**config.mk**
```make
export PLATFORM = sky130hd
export DESIGN_NAME = fft_output_reorder
export DESIGN_NICKNAME = d
export VERILOG_FILES = /design/src/rtl/fft_output_reorder.sv
export SDC_FILE = /design/constraint.sdc
export NUM_CORES = 2
export LEC_CHECK = 0
export CELL_PAD_IN_SITES_DETAIL_PLACEMENT = 0
export CELL_PAD_IN_SITES_GLOBAL_PLACEMENT = 1
export CORE_UTILIZATION = 31
export DETAILED_ROUTE_END_ITERATION = 12
export GPL_TIMING_DRIVEN = 0
export PLACE_DENSITY = 0.8
export SKIP_CTS_REPAIR_TIMING = 1
export SLEW_MARGIN = 30
export SYNTH_ARGS = -nofsm -noshare
export SYNTH_HDL_FRONTEND = slang
export SYNTH_SLANG_ARGS = --single-unit
```
**constraint.sdc**
```tcl
create_clock -name clk -period 34 [get_ports clk]
set_clock_uncertainty 0.1 [all_clocks]
set_input_delay 3.4 -clock clk [delete_from_list [all_inputs] [get_ports clk]]
set_output_delay 3.4 -clock clk [all_outputs]
set_load 0.01 [all_outputs]
```
**src/rtl/fft_output_reorder.sv**
```systemverilog
// Output stage of the 16-point DIF FFT: captures a bit-reversed 16-lane frame and streams it serially in natural order.
// Optional FFT_REORDER_MAG_EN adds out_mag = re*re + im*im, registered alongside the bin data.
module fft_output_reorder #(
    parameter int WIDTH  = 16,
    parameter int BITREV = 1
) (
    input  logic                  clk,
    input  logic                  rst,
    input  logic [WIDTH*16-1:0]   in_real,
    input  logic [WIDTH*16-1:0]   in_imag,
    input  logic                  in_load,
    output logic                  in_ready,
    output logic                  in_overrun,
    output logic [WIDTH-1:0]      out_real,
    output logic [WIDTH-1:0]      out_imag,
    output logic [3:0]            out_bin,
    output logic                  out_valid,
    input  logic                  out_ready,
    output logic                  out_last
`ifdef FFT_REORDER_MAG_EN
    ,
    output logic [2*WIDTH-1:0]    out_mag
`endif
);

    typedef enum logic [0:0] {IDLE = 1'b0, STREAM = 1'b1} state_t;

    state_t           state_r, state_s;
    logic [WIDTH-1:0] real_buf_r [16];
    logic [WIDTH-1:0] imag_buf_r [16];
    logic [3:0]       cnt_r;
    logic             armed_r;
    logic             valid_r, last_r, overrun_r;
    logic [WIDTH-1:0] real_r, imag_r;
    logic             fire_s, done_s, ready_s, load_s;
    logic [3:0]       nxt_cnt_s, nxt_lane_s;

    function automatic logic [3:0] sel(input logic [3:0] k);
        if (BITREV != 0) begin
            return {k[0], k[1], k[2], k[3]};
        end else begin
            return k;
        end
    endfunction

`ifdef FFT_REORDER_MAG_EN
    logic [2*WIDTH-1:0] mag_r;

    // Sign-extend before squaring so the most negative value squares correctly.
    function automatic logic [2*WIDTH-1:0] mag(input logic [WIDTH-1:0] re, input logic [WIDTH-1:0] im);
        logic signed [2*WIDTH-1:0] re_x, im_x, rr, ii;
        re_x = {{WIDTH{re[WIDTH-1]}}, re};
        im_x = {{WIDTH{im[WIDTH-1]}}, im};
        rr   = re_x * re_x;
        ii   = im_x * im_x;
        return $unsigned(rr + ii);
    endfunction

    assign out_mag = mag_r;
`endif

    // Handshake decode and next-state selection.
    always_comb begin
        state_s    = state_r;
        fire_s     = valid_r && out_ready;
        done_s     = fire_s && last_r;
        ready_s    = armed_r && ((state_r == IDLE) || done_s);
        load_s     = in_load && ready_s;
        nxt_cnt_s  = cnt_r + 4'd1;
        nxt_lane_s = sel(nxt_cnt_s);
        case (state_r)
            IDLE: begin
                if (load_s) begin
                    state_s = STREAM;
                end else begin
                    state_s = IDLE;
                end
            end
            STREAM: begin
                if (load_s) begin
                    state_s = STREAM;
                end else if (done_s) begin
                    state_s = IDLE;
                end else begin
                    state_s = STREAM;
                end
            end
            default: state_s = IDLE;
        endcase
    end

    // State register.
    always_ff @(posedge clk or posedge rst) begin
        if (rst) begin
            state_r <= IDLE;
        end else begin
            state_r <= state_s;
        end
    end

    // Frame capture and beat datapath; bin 0 is lane 0 in either ordering, so it is taken straight from the input.
    always_ff @(posedge clk or posedge rst) begin
        if (rst) begin
            for (int j = 0; j < 16; j++) begin
                real_buf_r[j] <= '0;
                imag_buf_r[j] <= '0;
            end
            cnt_r     <= 4'd0;
            armed_r   <= 1'b0;
            valid_r   <= 1'b0;
            last_r    <= 1'b0;
            overrun_r <= 1'b0;
            real_r    <= '0;
            imag_r    <= '0;
`ifdef FFT_REORDER_MAG_EN
            mag_r     <= '0;
`endif
        end else begin
            armed_r   <= 1'b1;
            overrun_r <= in_load && !ready_s;
            if (load_s) begin
                for (int j = 0; j < 16; j++) begin
                    real_buf_r[j] <= in_real[j*WIDTH +: WIDTH];
                    imag_buf_r[j] <= in_imag[j*WIDTH +: WIDTH];
                end
                cnt_r   <= 4'd0;
                valid_r <= 1'b1;
                last_r  <= 1'b0;
                real_r  <= in_real[WIDTH-1:0];
                imag_r  <= in_imag[WIDTH-1:0];
`ifdef FFT_REORDER_MAG_EN
                mag_r   <= mag(in_real[WIDTH-1:0], in_imag[WIDTH-1:0]);
`endif
            end else if (done_s) begin
                valid_r <= 1'b0;
                last_r  <= 1'b0;
            end else if (fire_s) begin
                cnt_r   <= nxt_cnt_s;
                last_r  <= (cnt_r == 4'd14);
                real_r  <= real_buf_r[nxt_lane_s];
                imag_r  <= imag_buf_r[nxt_lane_s];
`ifdef FFT_REORDER_MAG_EN
                mag_r   <= mag(real_buf_r[nxt_lane_s], imag_buf_r[nxt_lane_s]);
`endif
            end else begin
                cnt_r   <= cnt_r;
            end
        end
    end

    assign in_ready   = ready_s;
    assign in_overrun = overrun_r;
    assign out_real   = real_r;
    assign out_imag   = imag_r;
    assign out_bin    = cnt_r;
    assign out_valid  = valid_r;
    assign out_last   = last_r;

endmodule
```
==> results.txt <==
Run status: finished clean
DR DRC count: 0
Number of synthesized flops with an enable pin: 0
# IOs: 556
Placement Setup Slack: 25.52 ns
Register bit total from synthesis: 553
Clock-pin slew on the worst setup and hold paths: 0.05 ns
Critical path depth: 5
Met2 wire len: 60400 um
Area contributors post-synth: dfrtp_1 (54%), nand2_1 (26%), mux2i_1 (3.6%)
Least-Margin Pin Slew: 1.08 ns
Die area: 83800 um^2
WL met1: 49900 um
Fin crit period: 8.47 ns
Max Clock Freq: 118 MHz
Final slew viol count: 0
Hold path cells: 2
Slowest-stage cell, CP: clkdlybuf4s50_1
Routed Wire Length: 126000 um
Ys async rst share: 100%
Kind of cell adding the most delay to the critical path: buffers and inverters
CTS tree: yes
Die X-Extent: 290 um
DR WL met3: 10100 um
Leakage: 16.9 nW
Critical Path AT: 4.97 ns
Worst rel slew slack: 27.8%
Most used cell, CP: clkdlybuf4s50_1
Initial antenna violation count: 8
Per-cell routed wire length: 26.1 um
Area Overhead vs Synth: 36.1%
Non-filler cells in the finished layout: 4844
Post-synth top flop: dfrtp_1
CTS Buf Count: 68
Clock sinks: 553
Startpoint types: input port
Synth area leader: dfrtp_1
Final Hold Vio Count: 0
Setup TNS Final: 0 ns
Vias in the first global route: 24700
Crit. End Element: output pin
Mapped Avg Cell Area: 8.30 um^2
Max Buffers Root-to-Sink: 3
Distinct cells, synth: 63
H-tree Lvls: 3
Largest net degree at the start of global routing: 90
Worst path cell trace: clkdlybuf4s50_1, nand3_1, nand2_1, and2_1, clkdlybuf4s50_1
Sequential area share after synthesis: 54.0%
Synth Instances: 3086
Share of cells above drive strength 1: 6.21%
Routed Antenna Nets: 0
Power Dens Cells: 100 nW/um^2
Worst-path maximum fanout: 4
Total grt overflow: 0
Setup violators final: 0
Yosys top cell area share: 54.0%
Clk_lat worst skew: 0.60 ns
Std-Cell Rows: 105
HP Class: reg -> reg
DP HPWL: 98400 um
Worst hold slack: 0.368 ns
Max_cap viols: 0
Final GP Congestion: 0.925
First-pass GRT wire length: 174000 um
CP Class: in -> out
Total Routing Usage GR: 29.7%
DR vias: 24700
Initial DRC Count: 2238
Starting Density: 31.3%
R2r setup slk: 29.17 ns
Root buffer cell: clkbuf_16
Drt via density: 5.11
FF-to-FF path depth: 9
Synth Warn #: 0
Setup ws final: 25.53 ns
Area of the mapped netlist: 25600 um^2
Core ar.: 82000 um^2
Fin crit share: 24.9%
TritonRoute pass-1 iters: 6
CP required: 30.50 ns
VDD IR-drop max: 0.0436 mV
Die Ht: 290 um
Placed insts: 4718
RSZ-0062 raised after global routing: false
PortBufs: 555
Uppermost routed layer: met5
Syn nets: 3604
Worst path bufs/invs: 2
Fin nets: 4236
Max incr delay on CP: 0.61 ns
## state kept, by name, summed over array words and instances (netlist names)
register / flops
out_valid: 1
out_last: 1
real_buf_r: 256
state_r: 1
armed_r: 1
in_overrun: 1
imag_buf_r: 256
out_imag: 16
out_real: 16
out_bin: 4
## cells by family (layout without fill, tap and decap cells)
family / count (synthesis) / count (layout) / synth area share, %
fa+ha+maj: 2 / 2 / 0.0976
flops: 553 / 553 / 54.0
mux: 117 / 117 / 5.61
buf+inv: 199 / 883 / 3.82
xor+xnor: 7 / 7 / 0.415
other cells: 1 / 5 / 0.0146
compound gates: 206 / 206 / 5.51
simple gates: 2001 / 2001 / 30.5
## cell type report
class	count	area, um^2
Tap cell	1070	1340
Clock inverter	20	148
Clock buffer	102	2010
Timing Repair Buffer	562	5730
Inverter	5	28.8
Sequential cell	553	13800
Fill cell	8340	47100
Buffer	194	962
Antenna cell	4	10.0
Multi-Input combinational cell	2334	10800
## power breakdown
part           total (W)  internal [W]  switching (W)
clock           0.000716      0.000418       0.000298
combinational    0.00156      0.000526        0.00103
sequential       0.00122      0.000986       0.000234
total            0.00349       0.00193        0.00156
## Yosys cell counts (all sizes together) (16+ instances only)
master	count
a21oi	55
a221oi	16
buf	86
clkbuf	108
dfrtp	553
mux2i	92
mux4	21
nand2	1800
nand3	104
nand4	17
nor2	27
o2111ai	16
o21ai	40
o221ai	17
## cell usage in the layout, fill, tap and decap left out, types with 14 or more instances in the layout
cell / n
o21ai_0: 32
dfrtp_1: 553
mux2i_1: 92
o221ai_1: 17
nand2_1: 1800
mux4_2: 21
buf_2: 58
clkbuf_1: 124
o2111ai_1: 16
nor2_1: 26
buf_4: 14
a221oi_1: 15
nand3_1: 103
nand4_1: 17
a21oi_1: 55
and2_1: 14
clkdlybuf4s50_1: 555
clkbuf_16: 71
## through the flow
| step | power, W | util, % | area, um^2 |
|---|---|---|---|
| 2_1_floorplan | 0.00199 | - | 25600 |
| 3_3_place_gp | 0.00273 | 39.7 | 32500 |
| 3_5_place_dp | 0.00275 | 39.9 | 32700 |
| 4_1_cts | 0.00347 | 42.5 | 34900 |
| 5_1_grt | 0.00365 | 42.5 | 34900 |
| 6_report | 0.00349 | 42.6 | 34900 |
## metal layers
metal  vias to the layer above  global-route usage, %
met4                         8                   13.0
met1                     12100                   37.2
met3                       231                   5.40
met5                         -                      0
li1                      11200                      -
met2                      1189                   50.1
## tightest hold or removal path: stages, from the launching register on
cell	delay, ns
dfrtp_1	0.33
nand2_1	0.05
nand2_1	0.05
## path summary, 6_finish.rpt
check                               start         endpoint
min in group asynchronous             rst  imag_buf_r[140]
max in group asynchronous             rst  real_buf_r[153]
max                             out_ready         in_ready
min reg2reg                real_buf_r[95]   real_buf_r[95]
min                        real_buf_r[95]   real_buf_r[95]
max reg2reg                    out_bin[0]      out_imag[9]
(Power assumes the default switching activity.)
